**src/rtl/cache_arbiter.sv**
```systemverilog
// rtl/cache_arbiter.sv - round-robin arbiter sharing one physical-memory port between I and D cache miss paths
module cache_arbiter #(
    parameter int ADDR_W = 16,
    parameter int LINE_W = 128,
    parameter int CNT_W  = 16
) (
    input  logic              clk,
    input  logic              rst_n,
    input  logic              i_read,
    input  logic [ADDR_W-1:0] i_address,
    output logic              i_resp,
    output logic [LINE_W-1:0] i_rdata,
    input  logic              d_read,
    input  logic              d_write,
    input  logic [ADDR_W-1:0] d_address,
    input  logic [LINE_W-1:0] d_wdata,
    output logic              d_resp,
    output logic [LINE_W-1:0] d_rdata,
    output logic              pmem_read,
    output logic              pmem_write,
    output logic [ADDR_W-1:0] pmem_address,
    output logic [LINE_W-1:0] pmem_wdata,
    input  logic [LINE_W-1:0] pmem_rdata,
    input  logic              pmem_resp,
    output logic [CNT_W-1:0]  i_grant_count,
    output logic [CNT_W-1:0]  d_grant_count
);

    typedef enum logic [1:0] {IDLE, SERVE_I, SERVE_D, DONE} state_t;

    state_t            state_q, state_d;
    logic              last_grant_q, last_grant_d;   // 0 = I, 1 = D
    logic              pmem_read_q, pmem_read_d;
    logic              pmem_write_q, pmem_write_d;
    logic [ADDR_W-1:0] addr_q, addr_d;
    logic [LINE_W-1:0] wdata_q, wdata_d;
    logic [CNT_W-1:0]  i_cnt_q, i_cnt_d;
    logic [CNT_W-1:0]  d_cnt_q, d_cnt_d;
    logic              d_req;
    logic              grant_d;
    logic              grant_i;

    always_comb begin
        state_d      = state_q;
        last_grant_d = last_grant_q;
        pmem_read_d  = pmem_read_q;
        pmem_write_d = pmem_write_q;
        addr_d       = addr_q;
        wdata_d      = wdata_q;
        i_cnt_d      = i_cnt_q;
        d_cnt_d      = d_cnt_q;
        d_req        = d_read | d_write;
        // On a tie D wins only if I had the previous grant.
        grant_d      = d_req & (~i_read | ~last_grant_q);
        grant_i      = i_read & ~grant_d;

        case (state_q)
            IDLE: begin
                if (grant_i) begin
                    state_d      = SERVE_I;
                    addr_d       = i_address;
                    wdata_d      = d_wdata;
                    pmem_read_d  = 1'b1;
                    pmem_write_d = 1'b0;
                    last_grant_d = 1'b0;
                    if (i_cnt_q != {CNT_W{1'b1}}) i_cnt_d = i_cnt_q + CNT_W'(1);
                end else if (grant_d) begin
                    state_d      = SERVE_D;
                    addr_d       = d_address;
                    wdata_d      = d_wdata;
                    pmem_read_d  = ~d_write;
                    pmem_write_d = d_write;
                    last_grant_d = 1'b1;
                    if (d_cnt_q != {CNT_W{1'b1}}) d_cnt_d = d_cnt_q + CNT_W'(1);
                end
            end
            SERVE_I, SERVE_D: begin
                if (pmem_resp) begin
                    state_d      = DONE;
                    pmem_read_d  = 1'b0;
                    pmem_write_d = 1'b0;
                end
            end
            default: state_d = IDLE;
        endcase
    end

    always_ff @(posedge clk) begin
        if (!rst_n) begin
            state_q      <= IDLE;
            last_grant_q <= 1'b0;
            pmem_read_q  <= 1'b0;
            pmem_write_q <= 1'b0;
            addr_q       <= '0;
            wdata_q      <= '0;
            i_cnt_q      <= '0;
            d_cnt_q      <= '0;
        end else begin
            state_q      <= state_d;
            last_grant_q <= last_grant_d;
            pmem_read_q  <= pmem_read_d;
            pmem_write_q <= pmem_write_d;
            addr_q       <= addr_d;
            wdata_q      <= wdata_d;
            i_cnt_q      <= i_cnt_d;
            d_cnt_q      <= d_cnt_d;
        end
    end

    assign pmem_read     = pmem_read_q;
    assign pmem_write    = pmem_write_q;
    assign pmem_address  = addr_q;
    assign pmem_wdata    = wdata_q;
    assign i_resp        = pmem_resp & (state_q == SERVE_I);
    assign d_resp        = pmem_resp & (state_q == SERVE_D);
    assign i_rdata       = pmem_rdata;
    assign d_rdata       = pmem_rdata;
    assign i_grant_count = i_cnt_q;
    assign d_grant_count = d_cnt_q;

endmodule

```
**config.mk**
```make
export PLATFORM = sky130hd
export DESIGN_NAME = cache_arbiter
export DESIGN_NICKNAME = d
export VERILOG_FILES = /design/src/rtl/cache_arbiter.sv
export SDC_FILE = /design/constraint.sdc
export NUM_CORES = 1
export LEC_CHECK = 0
export ABC_AREA = 1
export BUFFER_PORTS_ARGS = -buffer_cell sky130_fd_sc_hd__buf_4
export CAP_MARGIN = 40
export CORE_AREA = 2 2 285 287
export DETAILED_ROUTE_END_ITERATION = 10
export DIE_AREA = 0 0 287 289
export MAX_ROUTING_LAYER = met4
export PLACE_DENSITY = 0.45
export SETUP_SLACK_MARGIN = 0.2
export SYNTH_ARGS = -nofsm -noshare
export SYNTH_HDL_FRONTEND = slang
export SYNTH_SLANG_ARGS = --single-unit
```
**constraint.sdc**
```tcl
create_clock -name clk -period 1.7 [get_ports clk]
set_clock_uncertainty 0.1 [all_clocks]
set_input_delay 0.34 -clock clk [delete_from_list [all_inputs] [get_ports clk]]
set_output_delay 0.34 -clock clk [all_outputs]
set_load 0.01 [all_outputs]
```
==> results.ini <==
[route]
wl_um = 43700
vias = 9506
dr.first_iter.drc_count = 292
via_per_inst = 3.49
drt_pass1_iterations = 5
remaining_drc_errors = 0
ant_nets = 0
wl_per_cell_um = 16.0

[synthesis]
yosys.area_share.simple_pct = 22.3
synth_compound_area_share_pct = 10.8
synth_xor_area_share_pct = 1.04
synth_flop_cell = dfxtp_1
synth.yosys.seq_area_share_pct = 39.0
synthArstFlopShare_pct = 0
synth_top_family_by_area = buffers and inverters
synthMuxAreaShare_pct = 0
syn_area_per_cell_um2 = 7.34
synth_seq_cells = 181
ys_warn_count = 0
syn_inst = 1265
synthAdderAreaFrac_pct = 0.809
yosysUniqueCellTypes = 29
synth_edf_count = 0
syn_area_um2 = 9280
synth_nets = 1565

[clocking]
cts_max_path_buffers = 2
clk_latency_ns = 0.50
path_clk_slew_ns = 0.08
numCtsBuffers = 17
cts_max_level = 4
cts.sinks = 181
cts-root-buf = clkbuf_16
cts_tree = done

[sta]
worst_slew_pin_slew_ns = 0.404
timing.fmax_ghz = 0.549
maxSlewViolCount = 0
rsz0062_at_grt = true
layout_min_cycle_time_ns = 1.82
setup_ws_ns = -0.121
setup_viol = 128
max_slew_margin_pct = 73.1
final_hold_viol_count = 0
final.period_utilization_pct = 107

[global_route]
grt_pass1_wl_um = 61700
antenna_found_initial = 3
use_met3_pct = 4.75
grt-busiest-layer = met2
grt_use_total_pct = 10.5
grt_pass1_vias = 9724
overflow = 0
grt_max_degree = 56
grtUsageMet1_pct = 11.3
grt_use_met2_pct = 15.7

[final_layout]
final_cell_mix = buf_4, nor2_1, dlygate4sd3_1, nand2_1, dfxtp_1
final_area_um2 = 17000
final_nets = 1948
drive_gt1_share_pct = 55.1
stdcell_count = 2722
mostFrequentLayoutCell = buf_4
syn_to_final_growth_pct = 82.8

[floorplanning]
start_util_pct = 11.6
die_w_um = 287
rows = 104
core_um2 = 79900
pin_count = 730
dieHeight_um = 289
design.die.area_um2 = 82900

[status]
status = finished, violations left
violations = negative setup slack

[setup_path]
arrival_ns = 2.10
path_max_fanout = 8
criticalPathCategory = flop to flop
startpoint = state_q[1]
endpoint_kind = flop
critPathCapture = pmem_wdata[60]
worstPathRequired_ns = 1.98
r2r-end = pmem_wdata[60]
crit_path_start_kind = flop
ff2ff_setup_slack_ns = -0.12
timing.rr.start = state_q[1]
r2r_cells = 11

[place]
hpwlAfterDp_um = 28200
io_buffers = 345
place_area_um2 = 11900
place_congestion = 0.782
dp_cells = 2448

[power]
ir_drop_mv = 0.817
p_per_area_nw_per_um2 = 1470
leakagePower_nw = 7.33

[job]
max-cap-violations = 0

[worst_hold_path]
hp-class = input pin to flop

## worst max-delay path, stage by stage, from the launching register on
cell and delay, ns:
dfxtp_2 0.37, inv_4 0.05, ha_4 0.17, inv_4 0.06, a21oi_4 0.03, buf_12 0.15
buf_12 0.13, buf_16 0.15, buf_12 0.14, clkbuf_16 0.15, o21ai_2 0.12, nor2_1 0.06
## sequential cells by signal, summed over array words and instances (netlist names)
name,count
state_q,2
pmem_wdata,128
pmem_address,16
pmem_read,1
d_grant_count,16
i_grant_count,16
last_grant_q,1
pmem_write,1
## cell usage after synthesis (3+ instances only)
cell type,count,area (um^2)
nand4_1,9,56.3
nor2_1,307,1150
xnor2_1,4,35.0
inv_1,48,180
a21oi_1,29,145
dfxtp_1,181,3620
o21ai_0,135,676
buf_4,264,1980
nand3_1,42,210
nand2_1,143,537
xor2_1,7,61.3
buf_6,5,56.3
ha_1,6,75.1
nand2_2,4,25.0
nor2_2,5,31.3
o211ai_1,17,128
inv_2,3,11.3
clkbuf_1,29,109
buf_2,14,70.1
## area by class of cell
class                           instances  area, um^2
Fill cell                            8810       62900
Timing Repair Buffer                  675        6800
Multi-Input combinational cell        721        4320
Sequential cell                       181        3720
Tap cell                             1060        1330
Clock buffer                           20         468
Inverter                               52         223
Clock inverter                         11         113
Antenna cell                            2        5.00
## how the worst min path moves through the flow
stage	startpoint	to	slack (ns)	cells after the start
2_1_floorplan	last_grant_q	last_grant_q	0.35	2
3_3_place_gp	pmem_read	pmem_read	0.36	2
3_5_place_dp	pmem_read	pmem_read	0.36	2
4_1_cts	d_write	pmem_write	0.01	3
5_1_grt	d_write	pmem_write	0.03	3
6_report	d_write	pmem_write	0.06	3
## report_power, final
group	switching, mW	leakage [nW]	internal (mW)	total (mW)
Sequential	1.03	1.53	5.76	6.79
Combinational	6.29	5.51	7.75	14.0
Clock	2.03	0.285	2.17	4.19
Total	9.35	7.33	15.7	25.0
## through the flow
stage	setup slack, ns	util (%)	hold slack [ns]	power, mW	setup TNS, ns
final	-0.121	21.2	0.0572	25.0	-5.30
after global routing	-0.183	21.2	0.0307	26.6	-16.47
after CTS	-0.122	20.4	0.0119	24.5	-4.76
after detailed placement	-0.0385	14.9	0.360	14.6	-0.509
after global placement	-0.0222	14.9	0.357	14.7	-0.166
after floorplan	0.202	-	0.351	10.8	0
## logic make-up after synthesis
group / count (synthesis)
and+or+nand+nor: 517
xor gates and xnor gates: 11
DFF: 181
buffers and inverters: 364
adders and majority gates: 6
AOI/OAI and AO/OA: 186
## layer usage
layer | vias up | wire length, um
met5 | - | 0
met4 | 0 | 2350
met3 | 175 | 4410
met2 | 453 | 20000
met1 | 4336 | 16900
li1 | 4542 | -
## what timing repair did
item | 4_1_cts | 5_1_grt
hold buffers | 128 | 0
buffers inserted | 67 | 15
hold endpoints to repair | 128 | 0
setup endpoints to repair | 217 | 247
pin swaps | 52 | 68
cloned | 27 | 4
gates resized for setup | 463 | 159
(Power assumes the default switching activity.)
